### src/rtl/disp_scan_ctrl_if.sv
// Bus bundle for the display scan controller: frame data in, decoder/anode drive out.
interface disp_scan_ctrl_if #(
    parameter int DIGITS = 4
);
    logic                        load;
    logic [4*DIGITS-1:0]         hexs;
    logic [DIGITS-1:0]           points;
    logic [DIGITS-1:0]           les;
    logic                        lz_en;
    logic [3:0]                  hex;
    logic                        point;
    logic                        le;
    logic [DIGITS-1:0]           an;
    logic [$clog2(DIGITS)-1:0]   digit_idx;
    logic                        frame_start;

    modport master (
        output load, hexs, points, les, lz_en,
        input  hex, point, le, an, digit_idx, frame_start
    );

    modport slave (
        input  load, hexs, points, les, lz_en,
        output hex, point, le, an, digit_idx, frame_start
    );
endinterface

### src/rtl/disp_scan_ctrl.sv
// Time-multiplexed scan controller for a common-anode 7-segment display.
// Frame data is double-buffered and committed only when digit 0 is about to be driven.
module disp_scan_ctrl #(
    parameter int DIGITS   = 4,
    parameter int SCAN_DIV = 50000
) (
    input  logic             clk,
    input  logic             rst_n,
    disp_scan_ctrl_if.slave  bus
);
    localparam int IW = $clog2(DIGITS);
    localparam int PW = $clog2(SCAN_DIV);
    localparam logic [PW-1:0] PRESC_MAX = PW'(SCAN_DIV - 1);
    localparam logic [IW-1:0] IDX_MAX   = IW'(DIGITS - 1);

    // A digit at or above position i with all-zero nibbles upward is a leading zero; digit 0 never is.
    function automatic logic [DIGITS-1:0] lz_blank(input logic [4*DIGITS-1:0] h, input logic en);
        logic [DIGITS-1:0] res;
        logic              zero_run;
        res      = '0;
        zero_run = 1'b1;
        for (int i = DIGITS - 1; i >= 0; i--) begin
            zero_run = zero_run & (h[4*i +: 4] == 4'h0);
            res[i]   = en & (i != 0) & zero_run;
        end
        return res;
    endfunction

    logic [PW-1:0]       presc_q, presc_d;
    logic                started_q, started_d;
    logic [IW-1:0]       idx_q, idx_d;
    logic [3:0]          hex_q, hex_d;
    logic                point_q, point_d;
    logic                le_q, le_d;
    logic [DIGITS-1:0]   an_q, an_d;
    logic                fs_q, fs_d;
    logic [4*DIGITS-1:0] act_hex_q, act_hex_d, pnd_hex_q, pnd_hex_d;
    logic [DIGITS-1:0]   act_pt_q, act_pt_d, pnd_pt_q, pnd_pt_d;
    logic [DIGITS-1:0]   act_le_q, act_le_d, pnd_le_q, pnd_le_d;
    logic                act_lz_q, act_lz_d, pnd_lz_q, pnd_lz_d;
    logic                pnd_vld_q, pnd_vld_d;

    logic                tick_s;
    logic                commit_s;
    logic                blank_s;
    logic [IW-1:0]       new_idx_s;
    logic [DIGITS-1:0]   lzb_s;

    // Prescaler, scan position and buffer commit/capture decisions.
    always_comb begin
        tick_s    = (presc_q == PRESC_MAX);
        presc_d   = tick_s ? '0 : presc_q + 1'b1;
        new_idx_s = (!started_q || idx_q == IDX_MAX) ? '0 : idx_q + 1'b1;
        commit_s  = tick_s && (new_idx_s == '0);

        act_hex_d = act_hex_q;
        act_pt_d  = act_pt_q;
        act_le_d  = act_le_q;
        act_lz_d  = act_lz_q;
        // A load landing on the commit tick bypasses the pending buffer entirely.
        if (commit_s && bus.load) begin
            act_hex_d = bus.hexs;
            act_pt_d  = bus.points;
            act_le_d  = bus.les;
            act_lz_d  = bus.lz_en;
        end else if (commit_s && pnd_vld_q) begin
            act_hex_d = pnd_hex_q;
            act_pt_d  = pnd_pt_q;
            act_le_d  = pnd_le_q;
            act_lz_d  = pnd_lz_q;
        end else begin
            act_hex_d = act_hex_q;
        end

        pnd_hex_d = pnd_hex_q;
        pnd_pt_d  = pnd_pt_q;
        pnd_le_d  = pnd_le_q;
        pnd_lz_d  = pnd_lz_q;
        pnd_vld_d = pnd_vld_q;
        if (bus.load && !commit_s) begin
            pnd_hex_d = bus.hexs;
            pnd_pt_d  = bus.points;
            pnd_le_d  = bus.les;
            pnd_lz_d  = bus.lz_en;
            pnd_vld_d = 1'b1;
        end else if (commit_s) begin
            pnd_vld_d = 1'b0;
        end else begin
            pnd_vld_d = pnd_vld_q;
        end
    end

    // Per-digit decoder and anode drive for the digit selected at this tick.
    always_comb begin
        lzb_s     = lz_blank(act_hex_d, act_lz_d);
        blank_s   = act_le_d[new_idx_s] | lzb_s[new_idx_s];
        started_d = started_q;
        idx_d     = idx_q;
        hex_d     = hex_q;
        point_d   = point_q;
        le_d      = le_q;
        an_d      = an_q;
        fs_d      = commit_s;
        if (tick_s) begin
            started_d = 1'b1;
            idx_d     = new_idx_s;
            hex_d     = act_hex_d[{new_idx_s, 2'b00} +: 4];
            point_d   = act_pt_d[new_idx_s] & ~blank_s;
            le_d      = blank_s;
            an_d      = ~(DIGITS'(1) << new_idx_s);
        end else begin
            started_d = started_q;
        end
    end

    // State registers; everything returns to a blanked, empty display on reset.
    always_ff @(posedge clk or negedge rst_n) begin
        if (!rst_n) begin
            presc_q   <= '0;
            started_q <= 1'b0;
            idx_q     <= '0;
            hex_q     <= 4'h0;
            point_q   <= 1'b0;
            le_q      <= 1'b1;
            an_q      <= '1;
            fs_q      <= 1'b0;
            act_hex_q <= '0;
            act_pt_q  <= '0;
            act_le_q  <= '0;
            act_lz_q  <= 1'b0;
            pnd_hex_q <= '0;
            pnd_pt_q  <= '0;
            pnd_le_q  <= '0;
            pnd_lz_q  <= 1'b0;
            pnd_vld_q <= 1'b0;
        end else begin
            presc_q   <= presc_d;
            started_q <= started_d;
            idx_q     <= idx_d;
            hex_q     <= hex_d;
            point_q   <= point_d;
            le_q      <= le_d;
            an_q      <= an_d;
            fs_q      <= fs_d;
            act_hex_q <= act_hex_d;
            act_pt_q  <= act_pt_d;
            act_le_q  <= act_le_d;
            act_lz_q  <= act_lz_d;
            pnd_hex_q <= pnd_hex_d;
            pnd_pt_q  <= pnd_pt_d;
            pnd_le_q  <= pnd_le_d;
            pnd_lz_q  <= pnd_lz_d;
            pnd_vld_q <= pnd_vld_d;
        end
    end

    assign bus.hex         = hex_q;
    assign bus.point       = point_q;
    assign bus.le          = le_q;
    assign bus.an          = an_q;
    assign bus.digit_idx   = idx_q;
    assign bus.frame_start = fs_q;
endmodule

### src/flat_wrapper.sv
// flat-port wrapper written by rule: the top's interface ports become plain ports
module disp_scan_ctrl_flat 
#(
    parameter int DIGITS   = 4,
    parameter int SCAN_DIV = 50000
)
  (clk, rst_n, bus_load, bus_hexs, bus_points, bus_les, bus_lz_en, bus_hex, bus_point, bus_le, bus_an, bus_digit_idx, bus_frame_start);
  disp_scan_ctrl_if #(.DIGITS(DIGITS)) bus_i ();
  input  logic clk;
  input  logic rst_n;
  input wire logic [$bits(bus_i.load)-1:0] bus_load;
  input wire logic [$bits(bus_i.hexs)-1:0] bus_hexs;
  input wire logic [$bits(bus_i.points)-1:0] bus_points;
  input wire logic [$bits(bus_i.les)-1:0] bus_les;
  input wire logic [$bits(bus_i.lz_en)-1:0] bus_lz_en;
  output wire logic [$bits(bus_i.hex)-1:0] bus_hex;
  output wire logic [$bits(bus_i.point)-1:0] bus_point;
  output wire logic [$bits(bus_i.le)-1:0] bus_le;
  output wire logic [$bits(bus_i.an)-1:0] bus_an;
  output wire logic [$bits(bus_i.digit_idx)-1:0] bus_digit_idx;
  output wire logic [$bits(bus_i.frame_start)-1:0] bus_frame_start;
  assign bus_i.load = bus_load;
  assign bus_i.hexs = bus_hexs;
  assign bus_i.points = bus_points;
  assign bus_i.les = bus_les;
  assign bus_i.lz_en = bus_lz_en;
  assign bus_hex = bus_i.hex;
  assign bus_point = bus_i.point;
  assign bus_le = bus_i.le;
  assign bus_an = bus_i.an;
  assign bus_digit_idx = bus_i.digit_idx;
  assign bus_frame_start = bus_i.frame_start;
  disp_scan_ctrl #(.DIGITS(DIGITS), .SCAN_DIV(SCAN_DIV)) u_core (.clk(clk), .rst_n(rst_n), .bus(bus_i));
endmodule
### config.mk
export PLATFORM = sky130hd
export DESIGN_NAME = disp_scan_ctrl_flat
export DESIGN_NICKNAME = d
export VERILOG_FILES = /design/src/rtl/disp_scan_ctrl_if.sv /design/src/rtl/disp_scan_ctrl.sv /design/src/flat_wrapper.sv
export SDC_FILE = /design/constraint.sdc
export NUM_CORES = 1
export LEC_CHECK = 0
export BUFFER_PORTS_ARGS = -buffer_cell sky130_fd_sc_hd__buf_2
export CAP_MARGIN = 10
export CORE_UTILIZATION = 58
export CTS_CLUSTER_SIZE = 10
export DETAILED_ROUTE_END_ITERATION = 8
export HOLD_SLACK_MARGIN = 0.12
export PLACE_DENSITY = 0.79
export SYNTH_ARGS = -nofsm -noshare
export SYNTH_HDL_FRONTEND = slang
export SYNTH_SLANG_ARGS = --single-unit
export TNS_END_PERCENT = 20
### constraint.sdc
create_clock -name clk -period 3.1 [get_ports clk]
set_input_delay 0.31 -clock clk [delete_from_list [all_inputs] [get_ports clk]]
set_output_delay 0.31 -clock clk [all_outputs]
set_load 0.1 [all_outputs]
==> results of run 1 <==
state kept, by name, indices dropped and copies added (netlist names), 2 cells and up:
register and flops:
u_core.act_hex_q 16, u_core.bus.hex 4, u_core.act_pt_q 4, u_core.bus.digit_idx 2, u_core.pnd_le_q 4, u_core.pnd_hex_q 16
u_core.pnd_pt_q 4, u_core.presc_q 16, u_core.act_le_q 4, u_core.bus.an 4
worst min path at each step:
| stage | from | endpoint | cells past startpoint |
|---|---|---|---|
| 2_1_floorplan | rst_n | u_core.act_hex_q[0] | 0 |
| 3_3_place_gp | u_core.bus.hex[3] | u_core.bus.hex[3] | 1 |
| 4_1_cts | rst_n | u_core.act_le_q[3] | 1 |
| 5_1_grt | rst_n | u_core.pnd_le_q[3] | 1 |
| 3_5_place_dp | u_core.bus.hex[3] | u_core.bus.hex[3] | 1 |
| 6_report | rst_n | u_core.presc_q[0] | 1 |
placed cells by master, fill, tap and decap left out, drive strengths merged, types with 7 or more instances in the layout:
cell,count
a21oi,15
a221o,10
buf,68
clkbuf,10
dfrtp,76
mux2,26
mux2i,9
nand2,49
nand3,11
nor2,30
nor3,8
o21ai,13
o31ai,10
xnor2,7
metal layers:
layer / global-route usage, % / up-vias / routed length, um
met1: 42.02 / 1555 / 4128
met3: 4.946 / 19 / 643
met2: 43.61 / 160 / 4447
li1: - / 1454 / -
met4: 9.399 / 0 / 153
met5: 0 / - / 0
where the power goes:
group	total, mW	internal (mW)	switching (mW)	leakage, nW
combinational	0.118	0.0558	0.0623	1.02
clock	0.883	0.478	0.404	0.116
sequential	1.11	1.09	0.0204	0.966
total	2.11	1.63	0.487	2.11
cell families (layout without fill, tap and decap cells):
group | Yosys count | count (layout)
flip-flops | 81 | 81
buffers and inverters | 23 | 89
AO/OA/AOI/OAI | 77 | 77
multiplexers | 35 | 35
adder cells (fa/ha/maj) | 2 | 2
AND/OR/NAND/NOR | 134 | 134
XOR/XNOR | 11 | 11
final cells by class:
class	instances	area share (%)
clock buffer	10	3.010
clock inverter	6	1.997
inverter	5	0.4104
multi-input combinational	259	38.50
sequential	81	44.51
tap	77	2.107
timing repair buffer	68	9.466
stage by stage:
stage	total power, mW	util (%)	setup WS (ns)	hold slack [ns]	setup TNS, ns
after floorplan	1.185	-	0.04131	0.01441	0
after global placement	1.245	66.85	0.1495	0.4634	0
after detailed placement	1.251	66.85	0.03070	0.4749	0
after CTS	2.112	70.44	0.02934	0.1638	0
after global routing	2.176	71.61	-0.02913	0.1914	-0.06390
final	2.114	71.61	0.04621	0.1096	0
timing repair:
item | CTS | global route
buffers inserted | 0 | 6
endpoints found under the setup margin | 0 | 3
hold buffers | 0 | 0
gates resized for setup | 0 | 6
==> impl_metrics.env, run 1 <==
export IMPL_synthSimpleGateAreaFrac_pct=17.10
export IMPL_fin_crit_ns=3.054
export IMPL_nets=454
export IMPL_cts_tree="yes"
export IMPL_register_area_um2=2036
export IMPL_multiInputGateArea_um2=1760
export IMPL_dp_cells=484
export IMPL_cp_top_family="simple AND/OR/NAND/NOR gates"
export IMPL_r2r_cells=9
export IMPL_insertion_delay_ns=0.36
export IMPL_clockBufferDepth=2
export IMPL_cellPowerDensity_nw_per_um2=462.2
export IMPL_syn_area_um2=3862
export IMPL_drt_iter0_drc=359
export IMPL_synth_main_ff_cell="dfrtp_1"
export IMPL_cp_end_kind="flop"
export IMPL_htreeDepth=3
export IMPL_timing_fmax_mhz=327.5
export IMPL_cp_depth=9
export IMPL_hold_violations=0
export IMPL_ios=41
export IMPL_fp_dieW_um=83.61
export IMPL_muxShareOfSynthArea_pct=9.913
export IMPL_netlist_top_cells_area="dfrtp_1 49%, mux2_2 7.6%, nand2_1 4.7%"
export IMPL_slowest_stage="or4b_4"
export IMPL_reg2reg_from="u_core.presc_q[7]"
export IMPL_total_leakage_power_nw=2.105
export IMPL_syn_to_final_growth_pct=18.40
export IMPL_grt_pass1_wl_um=15530
export IMPL_wl_um=9374
export IMPL_drv_slew=0
export IMPL_grt_max_degree=82
export IMPL_setup_worst_path_start_class="flop"
export IMPL_critPathMaxFanout=11
export IMPL_gp_congestion=0.9174
export IMPL_async_flop_share_pct=100.0
export IMPL_n_antenna_cell=0
export IMPL_synth_edf_count=0
export IMPL_place_area_um2=4269
export IMPL_synth_top_area_share_pct=49.24
export IMPL_drive_gt1_share_pct=31.00
export IMPL_grt_pass1_vias=3065
export IMPL_rows=29
export IMPL_numPortBuffers=40
export IMPL_ys_seq_area_share_pct=52.64
export IMPL_clkTransAtPathRegs_ns=0.09
export IMPL_hold_class="in2async"
export IMPL_clock_skew_ns=0.008789
export IMPL_synth_common_cells="76 x dfrtp_1, 48 x nand2_1, 30 x nor2_1, 26 x mux2_2, 15 x a21oi_1"
export IMPL_synth_distinct_cells=52
export IMPL_nFillCells=481
export IMPL_setup_worst_path_end="u_core.bus.le"
export IMPL_maxCapViolations=0
export IMPL_tightest_slew_ns=0.9937
export IMPL_yosysTopAreaCell="dfrtp_1"
export IMPL_hpwl_um=6440
export IMPL_synth_most_common_cell="dfrtp_1"
export IMPL_start_util_pct=60.48
export IMPL_syn_inst=363
export IMPL_core_area_um2=6386
export IMPL_critPathMaxStageDelay_ns=0.57
export IMPL_synth_xor_area_share_pct=2.494
export IMPL_status="completed"
export IMPL_cts_sinks=81
export IMPL_relSlewSlack_pct=33.75
export IMPL_ant_nets=0
export IMPL_wire_per_inst_um=18.53
export IMPL_critPathKind="reg2reg"
export IMPL_synth_top_family_by_area="simple AND/OR/NAND/NOR gates"
export IMPL_layout_cells_non_filler=506
export IMPL_yosys_warnings=0
export IMPL_cts_root_buf="clkbuf_8"
export IMPL_r2r_slack_ns=0.05
export IMPL_die_h_um=83.61
export IMPL_first_pass_iters=5
export IMPL_cp_cell_sequence="or4b_4 -> nor4_4 -> nand2_2 -> buf_6 -> a221o_1 -> nor4_2 -> o211ai_1 -> o2111ai_2 -> o21a_1"
export IMPL_worstPathRequired_ns=3.40
export IMPL_postSynthAreaPerCell_um2=10.64
export IMPL_track_usage_pct=28.65
export IMPL_ys_seq_elements=81
export IMPL_fin_area_um2=4573
export IMPL_antenna_found_initial=0
export IMPL_ir_drop_mv=0.4155
export IMPL_grt_overflow=0
export IMPL_synth_compound_area_share_pct=14.61
export IMPL_via_per_inst=6.300
export IMPL_arrival_ns=3.36
export IMPL_setup_viol=0
export IMPL_syn_nets=393
export IMPL_r2r_end="u_core.bus.le"
export IMPL_synth_adder_area_share_pct=0.6479
export IMPL_vias=3188
export IMPL_cts_buffers=9
export IMPL_startpoint="u_core.presc_q[7]"
export IMPL_worst_path_buf_inv=1
export IMPL_fin_crit_sh_pct=98.51
export IMPL_drc=0
export IMPL_dieArea_um2=6990
(Power assumes the default switching activity.)
==> run 2: changes to the inputs <==
CORE_ASPECT_RATIO = 0.75   (was not set)
==> run 2 against run 1 <==
Count of clock-buffer cells in the layout grew 1. Global-route usage grew 0.26 points. First-iteration DRC count shrank 13%. Register-to-register slack gained 0.08 ns. Combinational power shrank 5%. Non-clock buffer count shrank 6. Clock skew grew 0.0027 ns. Power shrank 1.6%. Cell count shrank 0.40%. Sequential cell count is the same. Die area is essentially flat. Final area shrank 1.9%. Critical path type unchanged. Highest routed layer unchanged.
==> impl_metrics.env, run 2 (synthesis gave the netlist of run 1 again) <==
export IMPL_htreeDepth=3
export IMPL_power_total_mw=2.081
export IMPL_clkTransAtPathRegs_ns=0.08
export IMPL_cp_top_family="simple AND/OR/NAND/NOR gates"
export IMPL_first_pass_iters=4
export IMPL_track_usage_pct=28.91
export IMPL_hold_violations=0
export IMPL_cp_cell_sequence="or4b_4 -> or4_1 -> buf_4 -> o31ai_4 -> o21ai_1 -> nor4_1 -> o211ai_1 -> o2111ai_2 -> a22oi_1"
export IMPL_ant_nets=0
export IMPL_dieArea_um2=6993
export IMPL_hold_class="in2async"
export IMPL_multiInputGateArea_um2=1743
export IMPL_status="completed"
export IMPL_timing_fmax_mhz=336.2
export IMPL_final_cell_mix="74 x dfrtp_1, 48 x nand2_1, 39 x buf_2, 29 x nor2_1, 26 x mux2_2"
export IMPL_reg2reg_from="u_core.presc_q[12]"
export IMPL_wire_per_inst_um=18.15
export IMPL_syn_to_final_growth_pct=16.16
export IMPL_ios=41
export IMPL_numPortBuffers=40
export IMPL_total_leakage_power_nw=2.059
export IMPL_register_area_um2=2036
export IMPL_p_clk_share_pct=41.2
export IMPL_seqPwrFrac_pct=53.4
export IMPL_reg_top3="u_core.act_hex_q (16), u_core.pnd_hex_q (16), u_core.presc_q (16)"
export IMPL_drt_iter0_drc=313
export IMPL_gp_congestion=0.9615
export IMPL_grt_pass1_wl_um=14860
export IMPL_pwr_share_comb_pct=5.4
export IMPL_critPathMaxStageDelay_ns=0.57
export IMPL_slowest_stage="or4b_4"
export IMPL_cts_root_buf="clkbuf_8"
export IMPL_final_common_cell="dfrtp_1"
export IMPL_drc=0
export IMPL_post_route_util_pct=70.31
export IMPL_vias=3028
export IMPL_start_util_pct=60.53
export IMPL_grt_max_degree=82
export IMPL_n_antenna_cell=0
export IMPL_r2r_slack_ns=0.13
export IMPL_wl_um=9149
export IMPL_r2r_end="u_core.bus.point"
export IMPL_r2r_cells=9
export IMPL_setup_viol=0
export IMPL_fp_dieW_um=96.23
export IMPL_hpwl_um=6456
export IMPL_pre_cts_ws_ns=0.05579
export IMPL_insertion_delay_ns=0.36
export IMPL_clock_skew_ns=0.01154
export IMPL_grt_pass1_vias=2943
export IMPL_via_per_inst=6.008
export IMPL_ir_drop_mv=0.3456
export IMPL_tightest_slew_ns=0.9985
export IMPL_cp_end_kind="flop"
export IMPL_die_h_um=72.67
export IMPL_drive_gt1_share_pct=29.08
export IMPL_worst_path_buf_inv=1
export IMPL_fin_crit_sh_pct=95.94
export IMPL_critPathMaxFanout=17
export IMPL_setup_worst_path_start_class="flop"
export IMPL_cts_tree="yes"
export IMPL_fin_crit_ns=2.974
export IMPL_nets=448
export IMPL_intPower_mw=1.620
export IMPL_critPathKind="reg2reg"
export IMPL_final_setup_tns_ns=0
export IMPL_rsz0062_at_grt="no"
export IMPL_swShare_pct=22.12
export IMPL_drv_slew=0
export IMPL_cellPowerDensity_nw_per_um2=463.7
export IMPL_nFillCells=485
export IMPL_grt_overflow=0
export IMPL_whs_ns=0.1157
export IMPL_cts_buffers=9
export IMPL_clockBufferDepth=2
export IMPL_maxCapViolations=0
export IMPL_cts_sinks=81
export IMPL_fin_ws_ns=0.1259
export IMPL_relSlewSlack_pct=33.43
export IMPL_core_area_um2=6381
export IMPL_antenna_found_initial=0
export IMPL_netSwitchingPower_uw=460.3
export IMPL_arrival_ns=3.21
export IMPL_rows=25
export IMPL_worstPathRequired_ns=3.33
==> run 2: cell count changes in the layout (fill, tap and decap cells not counted), sizes merged <==
| cell | delta |
|---|---|
| clkbuf | +1 |
| buf | -6 |
| clkinv | -1 |
==> run 2: worst max-delay path by stage <==
| stage | endpoint | cells past startpoint | slack [ns] | from |
|---|---|---|---|---|
| global placement | u_core.bus.point | 8 | 0.15 | u_core.presc_q[12] |
| finish | u_core.bus.point | 9 | 0.13 | u_core.presc_q[12] |
| floorplan | u_core.bus.point | 12 | 0.04 | u_core.bus.digit_idx[0] |
| detailed placement | u_core.bus.point | 8 | 0.06 | u_core.presc_q[12] |
| CTS | u_core.bus.point | 8 | 0.03 | u_core.presc_q[12] |
| global route | u_core.bus.point | 9 | 0.04 | u_core.presc_q[12] |
==> run 2: cell type report <==
type                            instances  area share, %
Clock buffer                           11          3.151
Clock inverter                          5          1.757
Inverter                                5         0.4183
Multi-Input combinational cell        259          38.85
Sequential cell                        81          45.37
Tap cell                               81          2.259
Timing Repair Buffer                   62          8.199
==> run 2: what timing repair did <==
| item | 4_1_cts | 5_1_grt |
|---|---|---|
| hold buffers | 0 | 0 |
| gates resized for setup | 0 | 1 |
| endpoints found under the setup margin | 0 | 4 |
| setup buffers | 0 | 2 |
==> run 2: per-stage QoR <==
| stage | instance area, um^2 | cells |
|---|---|---|
| floorplan | 3867 | 363 |
| global placement | 4247 | 486 |
| detailed placement | 4247 | 486 |
| CTS | 4467 | 502 |
| global route | 4487 | 504 |
| finish | 4487 | 504 |
==> run 2: power groups by stage <==
stage               registers [mW]  logic, mW  clock network [mW]
floorplan                     1.13     0.0594                   0
global route                  1.12      0.126               0.911
global placement              1.13      0.111                   0
finish                        1.11      0.112               0.856
detailed placement            1.13      0.114                   0
CTS                           1.11      0.115               0.869
==> run 2: per-layer routing <==
layer	global-route usage, %	up-vias	wire (um)
met1	41.89	1457	4244
met3	6.354	18	674
met2	42.95	122	4065
li1	-	1431	-
met4	10.45	0	165
met5	0	-	0
==> run 3: changes to the inputs <==
BUFFER_PORTS_ARGS = -buffer_cell sky130_fd_sc_hd__buf_4   (was -buffer_cell sky130_fd_sc_hd__buf_2)
CORE_UTILIZATION = 63   (was 58)
MAX_ROUTING_LAYER = met4   (was not set)
PLACE_DENSITY = 0.85   (was 0.79)
clock period = 3.75 ns   (was 3.1 ns; I/O delays follow)
==> run 3 against run 2 <==
Via count increased by 5.4%. Fmax fell by 14%. Sequential cell count is the same. Clock power decreased by 13%. Power decreased by 15%. Final area up 0.11%. Utilization up 6.4 points. Non-clock buffer count shrank 12. Count of clock-buffer cells in the layout is 2 lower. Die area is 7.7% lower. Largest cell class unchanged.
==> impl_metrics.env, run 3 (synthesis gave the netlist of run 1 again) <==
export IMPL_status="completed"
export IMPL_critPathMaxFanout=16
export IMPL_r2r_end="u_core.bus.point"
export IMPL_cp_end_kind="flop"
export IMPL_setup_worst_path_start_class="flop"
export IMPL_clkTransAtPathRegs_ns=0.08
export IMPL_arrival_ns=3.69
export IMPL_fin_crit_ns=3.468
export IMPL_tightest_slew_ns=1.031
export IMPL_via_per_inst=6.541
export IMPL_htreeDepth=3
export IMPL_timing_fmax_mhz=288.3
export IMPL_n_antenna_cell=0
export IMPL_worstPathRequired_ns=3.98
export IMPL_setup_viol=0
export IMPL_total_leakage_power_nw=2.032
export IMPL_clockBufferDepth=2
export IMPL_critPathKind="reg2reg"
export IMPL_fp_dieW_um=92.41
export IMPL_hold_buffers=0
export IMPL_startpoint="u_core.presc_q[11]"
export IMPL_cellPowerDensity_nw_per_um2=392.8
export IMPL_wl_um=9453
export IMPL_worst_path_buf_inv=0
export IMPL_numPortBuffers=40
export IMPL_cts_sinks=81
export IMPL_track_usage_pct=33.10
export IMPL_cts_root_buf="clkbuf_8"
export IMPL_register_area_um2=2033
export IMPL_ant_nets=0
export IMPL_grt_pass1_vias=3176
export IMPL_gp_congestion=0.9287
export IMPL_wire_per_inst_um=19.37
export IMPL_critPathMaxStageDelay_ns=0.60
export IMPL_die_h_um=69.81
export IMPL_ir_drop_mv=0.2887
export IMPL_r2r_slack_ns=0.28
export IMPL_post_cts_buffers=0
export IMPL_drt_iter0_drc=386
export IMPL_cts_tree="yes"
export IMPL_grt_overflow=0
export IMPL_setup_worst_path_end="u_core.bus.point"
export IMPL_ios=41
export IMPL_dp_cells=473
export IMPL_final_common_cell="dfrtp_1"
export IMPL_whs_ns=0.1910
export IMPL_hold_class="in2async"
export IMPL_rsz0062_at_grt="no"
export IMPL_final_setup_tns_ns=0
export IMPL_layout_cells_non_filler=488
export IMPL_slowest_stage="or4b_4"
export IMPL_drc=0
export IMPL_antenna_found_initial=0
export IMPL_cp_cell_sequence="or4b_4 -> nor4_4 -> nand2_2 -> a221o_1 -> a2111oi_2 -> o211ai_1 -> o2111ai_2 -> a22oi_1"
export IMPL_drive_gt1_share_pct=26.10
export IMPL_insertion_delay_ns=0.35
export IMPL_maxCapViolations=0
export IMPL_hpwl_um=6304
export IMPL_clock_skew_ns=0.004937
export IMPL_reg2reg_from="u_core.presc_q[11]"
export IMPL_final_cell_mix="76 x dfrtp_1, 50 x buf_4, 48 x nand2_1, 30 x nor2_1, 26 x mux2_2"
export IMPL_r2r_cells=8
export IMPL_core_area_um2=5856
export IMPL_syn_to_final_growth_pct=16.29
export IMPL_grt_max_degree=82
export IMPL_nets=436
export IMPL_multiInputGateArea_um2=1735
export IMPL_relSlewSlack_pct=31.03
export IMPL_dieArea_um2=6451
export IMPL_first_pass_iters=5
export IMPL_fin_crit_sh_pct=92.48
export IMPL_hold_violations=0
export IMPL_grt_pass1_wl_um=15750
export IMPL_cts_buffers=9
export IMPL_cp_top_family="simple AND/OR/NAND/NOR gates"
export IMPL_start_util_pct=65.96
export IMPL_ctsResizeCount=0
export IMPL_drv_slew=0
export IMPL_rows=24
export IMPL_reg_top3="u_core.act_hex_q (16), u_core.pnd_hex_q (16), u_core.presc_q (16)"
export IMPL_nFillCells=385
export IMPL_vias=3192
export IMPL_cp_depth=8
## run 3: metrics by stage
| step | setup WS, ns | utilization, % | power [mW] | area [um^2] |
|---|---|---|---|---|
| CTS | 0.3594 | 76.71 | 1.770 | 4492 |
| finish | 0.2819 | 76.71 | 1.764 | 4492 |
| floorplan | 0.4137 | - | 0.9800 | 3862 |
| detailed placement | 0.4200 | 72.76 | 1.037 | 4260 |
| global placement | 0.5130 | 72.76 | 1.032 | 4260 |
| global route | 0.1975 | 76.71 | 1.823 | 4492 |
## run 3: layer usage
metal | global-route usage [%] | vias to the layer above | routed length (um)
li1 | - | 1401 | -
met1 | 46.72 | 1558 | 4034
met2 | 48.48 | 212 | 4383
met3 | 8.224 | 21 | 887
met4 | 8.333 | 0 | 147
met5 | - | - | 0
## run 3: power by group
group / leakage, nW / internal [mW] / switching, mW
clock: 0.115 / 0.436 / 0.309
sequential: 0.969 / 0.903 / 0.0165
combinational: 0.948 / 0.0509 / 0.0492
## run 3: worst reg2reg max path, stage by stage, from the launching register on
cell,delay (ns)
dfrtp_1,0.43
or4b_4,0.60
nor4_4,0.59
nand2_2,0.35
a221o_1,0.49
a2111oi_2,0.37
o211ai_1,0.17
o2111ai_2,0.25
a22oi_1,0.10
## run 3: layout make-up
cell class / instances / area share (%)
Clock buffer: 9 / 2.758
Clock inverter: 6 / 2.396
Inverter: 5 / 0.4178
Multi-Input combinational cell: 259 / 38.63
Sequential cell: 81 / 45.26
Tap cell: 78 / 2.173
Timing Repair Buffer: 50 / 8.357
## run 3: worst min-delay path by stage
stage / endpoint / cells past startpoint
6_report: u_core.pnd_hex_q[3] / 1
3_5_place_dp: u_core.bus.an[3] / 2
5_1_grt: u_core.act_pt_q[1] / 2
3_3_place_gp: u_core.pnd_hex_q[1] / 2
4_1_cts: u_core.pnd_hex_q[3] / 1
2_1_floorplan: u_core.act_hex_q[0] / 0
